--- src/rtl/time_set_controller.sv ---
// rtl/time_set_controller.sv - watch time-setting FSM: button edges, inc/clear strobes, auto-repeat, timeout, blink
module time_set_controller #(
    parameter int TICK_DIV   = 500_000,
    parameter int LONG_PRESS = 100,
    parameter int REPEAT     = 20,
    parameter int TIMEOUT    = 1000,
    parameter int BLINK_HALF = 25
) (
    input  logic       Clk_50Mhz,
    input  logic       Reset,
    input  logic       Mode_Btn,
    input  logic       Set_Btn,
    output logic [1:0] Set_Mode,
    output logic       Inc_Hour,
    output logic       Inc_Min,
    output logic       Clr_Sec,
    output logic       Run_En,
    output logic       Blink
);
    localparam int MAX_AB = (LONG_PRESS > REPEAT) ? LONG_PRESS : REPEAT;
    localparam int MAX_CD = (TIMEOUT > BLINK_HALF) ? TIMEOUT : BLINK_HALF;
    localparam int MAX_P  = (MAX_AB > MAX_CD) ? MAX_AB : MAX_CD;
    localparam int CNT_W  = $clog2(MAX_P + 1);
    localparam int TICK_W = (TICK_DIV > 1) ? $clog2(TICK_DIV) : 1;
    localparam logic [CNT_W-1:0] CNT_MAX = '1;

    typedef enum logic [1:0] {
        ST_RUN      = 2'd0,
        ST_SET_HOUR = 2'd1,
        ST_SET_MIN  = 2'd2,
        ST_SET_SEC  = 2'd3
    } state_t;

    state_t            state_q, state_d;
    logic [TICK_W-1:0] tick_cnt_q, tick_cnt_d;
    logic              mode_prev_q, mode_prev_d;
    logic              set_prev_q, set_prev_d;
    logic [CNT_W-1:0]  hold_q, hold_d;
    logic              rep_phase_q, rep_phase_d;
    logic              armed_q, armed_d;
    logic [CNT_W-1:0]  idle_q, idle_d;
    logic [CNT_W-1:0]  blink_cnt_q, blink_cnt_d;
    logic              blink_q, blink_d;
    logic              inc_hour_q, inc_hour_d;
    logic              inc_min_q, inc_min_d;
    logic              clr_sec_q, clr_sec_d;
    logic              run_en_q, run_en_d;

    logic             tick, mode_rise, set_rise, in_set, can_repeat;
    logic             press_strobe, repeat_fire, strobe, state_chg;
    logic [CNT_W-1:0] hold_thr;

    function automatic logic [CNT_W-1:0] sat_inc(input logic [CNT_W-1:0] v);
        return (v == CNT_MAX) ? v : v + CNT_W'(1);
    endfunction

    always_comb begin
        tick        = (tick_cnt_q == TICK_W'(TICK_DIV - 1));
        tick_cnt_d  = tick ? '0 : tick_cnt_q + TICK_W'(1);
        mode_rise   = Mode_Btn & ~mode_prev_q;
        set_rise    = Set_Btn & ~set_prev_q;
        mode_prev_d = Mode_Btn;
        set_prev_d  = Set_Btn;
        in_set      = (state_q != ST_RUN);
        can_repeat  = (state_q == ST_SET_HOUR) || (state_q == ST_SET_MIN);

        // First repeat waits LONG_PRESS ticks, later ones REPEAT ticks
        hold_thr     = rep_phase_q ? CNT_W'(REPEAT - 1) : CNT_W'(LONG_PRESS - 1);
        press_strobe = set_rise & ~mode_rise & in_set;
        repeat_fire  = armed_q & Set_Btn & ~mode_rise & tick & can_repeat & (hold_q == hold_thr);
        strobe       = press_strobe | repeat_fire;

        state_d = state_q;
        if (mode_rise) begin
            state_d = state_t'(state_q + 2'd1);
        end else if (in_set && tick && !strobe && (idle_q == CNT_W'(TIMEOUT - 1))) begin
            state_d = ST_RUN;
        end
        state_chg = (state_d != state_q);

        hold_d      = hold_q;
        rep_phase_d = rep_phase_q;
        if (set_rise || !Set_Btn) begin
            hold_d      = '0;
            rep_phase_d = 1'b0;
        end else if (repeat_fire) begin
            hold_d      = '0;
            rep_phase_d = 1'b1;
        end else if (tick) begin
            hold_d = sat_inc(hold_q);
        end

        // A Mode edge disarms repeat until Set is released and pressed again
        armed_d = armed_q;
        if (mode_rise) begin
            armed_d = 1'b0;
        end else if (set_rise) begin
            armed_d = 1'b1;
        end else if (!Set_Btn) begin
            armed_d = 1'b0;
        end

        idle_d = idle_q;
        if ((state_d == ST_RUN) || state_chg || mode_rise || set_rise || strobe) begin
            idle_d = '0;
        end else if (tick) begin
            idle_d = sat_inc(idle_q);
        end

        blink_d     = blink_q;
        blink_cnt_d = blink_cnt_q;
        if ((state_d == ST_RUN) || state_chg || strobe) begin
            blink_d     = 1'b1;
            blink_cnt_d = '0;
        end else if (tick) begin
            if (blink_cnt_q == CNT_W'(BLINK_HALF - 1)) begin
                blink_d     = ~blink_q;
                blink_cnt_d = '0;
            end else begin
                blink_cnt_d = sat_inc(blink_cnt_q);
            end
        end

        inc_hour_d = strobe & (state_q == ST_SET_HOUR);
        inc_min_d  = strobe & (state_q == ST_SET_MIN);
        clr_sec_d  = strobe & (state_q == ST_SET_SEC);
        run_en_d   = (state_d != ST_SET_SEC);
    end

    always_ff @(posedge Clk_50Mhz) begin
        if (Reset) begin
            state_q     <= ST_RUN;
            tick_cnt_q  <= '0;
            mode_prev_q <= 1'b1;
            set_prev_q  <= 1'b1;
            hold_q      <= '0;
            rep_phase_q <= 1'b0;
            armed_q     <= 1'b0;
            idle_q      <= '0;
            blink_cnt_q <= '0;
            blink_q     <= 1'b1;
            inc_hour_q  <= 1'b0;
            inc_min_q   <= 1'b0;
            clr_sec_q   <= 1'b0;
            run_en_q    <= 1'b1;
        end else begin
            state_q     <= state_d;
            tick_cnt_q  <= tick_cnt_d;
            mode_prev_q <= mode_prev_d;
            set_prev_q  <= set_prev_d;
            hold_q      <= hold_d;
            rep_phase_q <= rep_phase_d;
            armed_q     <= armed_d;
            idle_q      <= idle_d;
            blink_cnt_q <= blink_cnt_d;
            blink_q     <= blink_d;
            inc_hour_q  <= inc_hour_d;
            inc_min_q   <= inc_min_d;
            clr_sec_q   <= clr_sec_d;
            run_en_q    <= run_en_d;
        end
    end

    assign Set_Mode = state_q;
    assign Inc_Hour = inc_hour_q;
    assign Inc_Min  = inc_min_q;
    assign Clr_Sec  = clr_sec_q;
    assign Run_En   = run_en_q;
    assign Blink    = blink_q;
endmodule

--- config.mk ---
export PLATFORM = sky130hd
export DESIGN_NAME = time_set_controller
export DESIGN_NICKNAME = d
export VERILOG_FILES = /design/src/rtl/time_set_controller.sv
export SDC_FILE = /design/constraint.sdc
export NUM_CORES = 1
export LEC_CHECK = 0
export CAP_MARGIN = 30
export CELL_PAD_IN_SITES_DETAIL_PLACEMENT = 1
export CELL_PAD_IN_SITES_GLOBAL_PLACEMENT = 2
export CORE_MARGIN = 10
export CORE_UTILIZATION = 35
export DETAILED_ROUTE_END_ITERATION = 7
export GPL_ROUTABILITY_DRIVEN = 0
export PLACE_DENSITY_LB_ADDON = 0.3
export SKIP_CTS_REPAIR_TIMING = 1
export SLEW_MARGIN = 10
export SYNTH_ARGS = -nofsm -noshare
export SYNTH_HDL_FRONTEND = slang
export SYNTH_SLANG_ARGS = --single-unit
--- constraint.sdc ---
create_clock -name Clk_50Mhz -period 2.4 [get_ports Clk_50Mhz]
set_clock_uncertainty 0.2 [all_clocks]
set_input_delay 0.24 -clock Clk_50Mhz [delete_from_list [all_inputs] [get_ports Clk_50Mhz]]
set_output_delay 0.24 -clock Clk_50Mhz [all_outputs]
set_load 0.1 [all_outputs]
==> impl_metrics.ini <==
[timing]
min_period_ns = 2.31
worst_pin_slew_ns = 0.476
finalCritPeriodShare_pct = 96.4
rsz0062_at_grt = true
fmax_mhz = 432
setup_viol = 0
hold_violations = 0
slew_viol_final = 0
slew_headroom_pct = 68.2

[power_and_ir_drop]
leakagePower_nw = 1.26
power_density_nw_per_um2 = 573
p_clk_share_pct = 46.5
p_int_mw = 1.56
p_sw_uw = 465
pwr-share-comb_pct = 3.8
swShare_pct = 22.9
peakVddDrop_v = 0.000288
pwr-share-seq_pct = 49.7

[floorplanning]
rows = 33
die_area_um2 = 12400
core_area_um2 = 8180
die_h_um = 111
io_pins = 11
initial_core_util_pct = 35.6
fp.dieW_um = 111

[routing]
drc = 0
routed_wirelength_um = 6820
dr.pass1.iters = 4
drt_iter0_markers = 54
wl_per_cell_um = 14.8
vias = 2311
ant_nets = 0
viasPerCell = 5.00

[layout]
multi_input_area_um2 = 1730
regArea_um2 = 1210
antenna_cells = 0
n_fill_cell = 944
drive_gt1_share_pct = 22.1
num-nets-final = 365
syn2layout_area_growth_pct = 21.6
fin_area_um2 = 3540
stdcell_count = 462
final_util_pct = 43.3

[logic_synthesis]
synth_area_um2 = 2910
synth-async-reset-ratio_pct = 0
syn_avg_cell_area_um2 = 9.22
synth.area.top_cells = dfxtp_1 (41%), xor2_1 (8.1%), nor2_1 (6.8%)
synth_most_common_cell = dfxtp_1
synth-edff-count = 0
ys_ff_latch = 60
yosys-top-cells-count = dfxtp_1 (60), nor2_1 (53), xor2_1 (27), nand2_1 (19), nand3_1 (17)
ys.flop_type = dfxtp_1
synth_top_area_cell = dfxtp_1
synth_nets = 329
synthCells = 316
synth.distinct_cells = 49
ys_seq_area_share_pct = 41.2
yosysWarnings = 0
synth_top_area_share_pct = 41.2

[setup_path]
cp-start-kind = flop
required_ns = 2.43
crit_family = simple AND/OR/NAND/NOR gates
slowest_delay_ns = 0.49
crit_slowest_cell = or4b_4
end_kind = flop
crit_chain = inv_4, ha_4, or4b_4, nor3_4, nand4b_4, o211ai_4, nor2_2
worst_ep_arrival_time_ns = 2.35
path_buf_inv = 1
crit_type = flop to flop
cp_max_fo = 6

[cts]
clkTransAtPathRegs_ns = 0.07
clock-sinks = 60
clk_latency_ns = 0.35
cts-root-buf = clkbuf_8
h-tree-depth = 3
cts_tree = yes
cts_buffers = 9
clockBufferDepth = 2

[run_status]
status = finished clean

[global_routing]
grt_pass1_wl_um = 11100
grt.overflow.total = 0
antenna_found_initial = 0
grt_pass1_vias = 2312
gr-usage-all-layers_pct = 10.8
grt_start_max_net_pins = 18

[placement]
port_buffers = 10
hpwl_um = 4650
placed_cells = 440
placed_area_um2 = 3230

[hold_path]
hp-class = flop to flop

[job]
maxCapViolations = 0
==> layer usage <==
metal | vias up | track usage, % | routed length [µm]
met3 | 9 | 3.08 | 135
met5 | - | 0 | 0
met4 | 0 | 4.97 | 105
met2 | 11 | 17.0 | 3200
met1 | 1115 | 13.2 | 3380
li1 | 1176 | - | -
==> kinds of logic (layout without fill, tap and decap cells) <==
logic type	after synthesis	in the layout	synth area share (%)
simple gates	168	169	34.0
flops	60	60	41.2
xor+xnor	41	41	12.3
compound gates	22	23	5.89
buf+inv	14	53	1.98
fa+ha+maj	9	9	3.87
mux	2	2	0.687
==> registers in the layout (all words and copies together), names as in the netlist <==
| name | cells |
|---|---|
| tick_cnt_q | 19 |
| blink_cnt_q | 10 |
| hold_q | 10 |
| idle_q | 10 |
| Set_Mode | 2 |
| Blink | 1 |
| Clr_Sec | 1 |
| Inc_Hour | 1 |
| Inc_Min | 1 |
| Run_En | 1 |
| armed_q | 1 |
| mode_prev_q | 1 |
| rep_phase_q | 1 |
| set_prev_q | 1 |
==> path summary, 6_finish.rpt <==
path	from	depth (start not counted)	end	slack, ns
setup / recovery	Set_Mode[1]	7	blink_cnt_q[9]	0.09
hold / removal	tick_cnt_q[0]	1	tick_cnt_q[0]	0.26
setup reg to reg	Set_Mode[1]	7	blink_cnt_q[9]	0.09
hold reg to reg	tick_cnt_q[0]	1	tick_cnt_q[0]	0.26
==> cell type report <==
class,count,area share [%]
Clock inverter,4,1.34
Timing Repair Buffer,29,6.71
Sequential cell,60,34.1
Inverter,8,0.919
Clock buffer,12,4.38
Multi-Input combinational cell,244,48.8
Tap cell,105,3.71
==> cell usage in the layout (no fill, tap or decap), drive strengths merged, types with 2 or more instances in the layout <==
| cell | count |
|---|---|
| o21ai | 6 |
| clkinv | 2 |
| and3 | 11 |
| nand4 | 16 |
| nand2 | 20 |
| nor4b | 4 |
| buf | 26 |
| nand2b | 3 |
| inv | 8 |
| nand3 | 19 |
| and2 | 5 |
| mux2i | 2 |
| or3 | 5 |
| nor2 | 53 |
| clkdlybuf4s50 | 3 |
| xor2 | 27 |
| nor2b | 3 |
| nor3 | 9 |
| a211oi | 2 |
| or2 | 5 |
| nand4b | 3 |
| nor4 | 2 |
| a21oi | 7 |
| and4 | 6 |
| clkbuf | 12 |
| xnor2 | 14 |
| and4bb | 2 |
| a31o | 2 |
| o211ai | 2 |
| dfxtp | 60 |
| ha | 9 |
==> power groups by stage <==
stage          Sequential [mW]  Clock, mW  Combinational [mW]
5_1_grt                   1.01       1.03              0.0844
2_1_floorplan             1.04          0              0.0338
4_1_cts                   1.01      0.982              0.0677
6_report                  1.01      0.945              0.0764
3_5_place_dp              1.03          0              0.0675
3_3_place_gp              1.03          0              0.0670
==> through the flow <==
stage | total power [mW] | TNS (ns) | hold slack (ns) | setup slack (ns)
floorplan | 1.07 | 0 | 0.147 | 0.00497
global placement | 1.10 | 0 | 0.245 | 0.0462
detailed placement | 1.10 | 0 | 0.255 | 0.0193
CTS | 2.06 | 0 | 0.269 | 0.0377
global route | 2.12 | -0.0424 | 0.305 | -0.0141
finish | 2.03 | 0 | 0.261 | 0.0858
==> worst register-to-register path: stages (launching register included) <==
cell and delay [ns]:
dfxtp_4 0.39, inv_4 0.05, ha_4 0.15, or4b_4 0.49, nor3_4 0.32, nand4b_4 0.21, o211ai_4 0.33, nor2_2 0.07
Note: power is estimated with default switching activity, not from simulation.
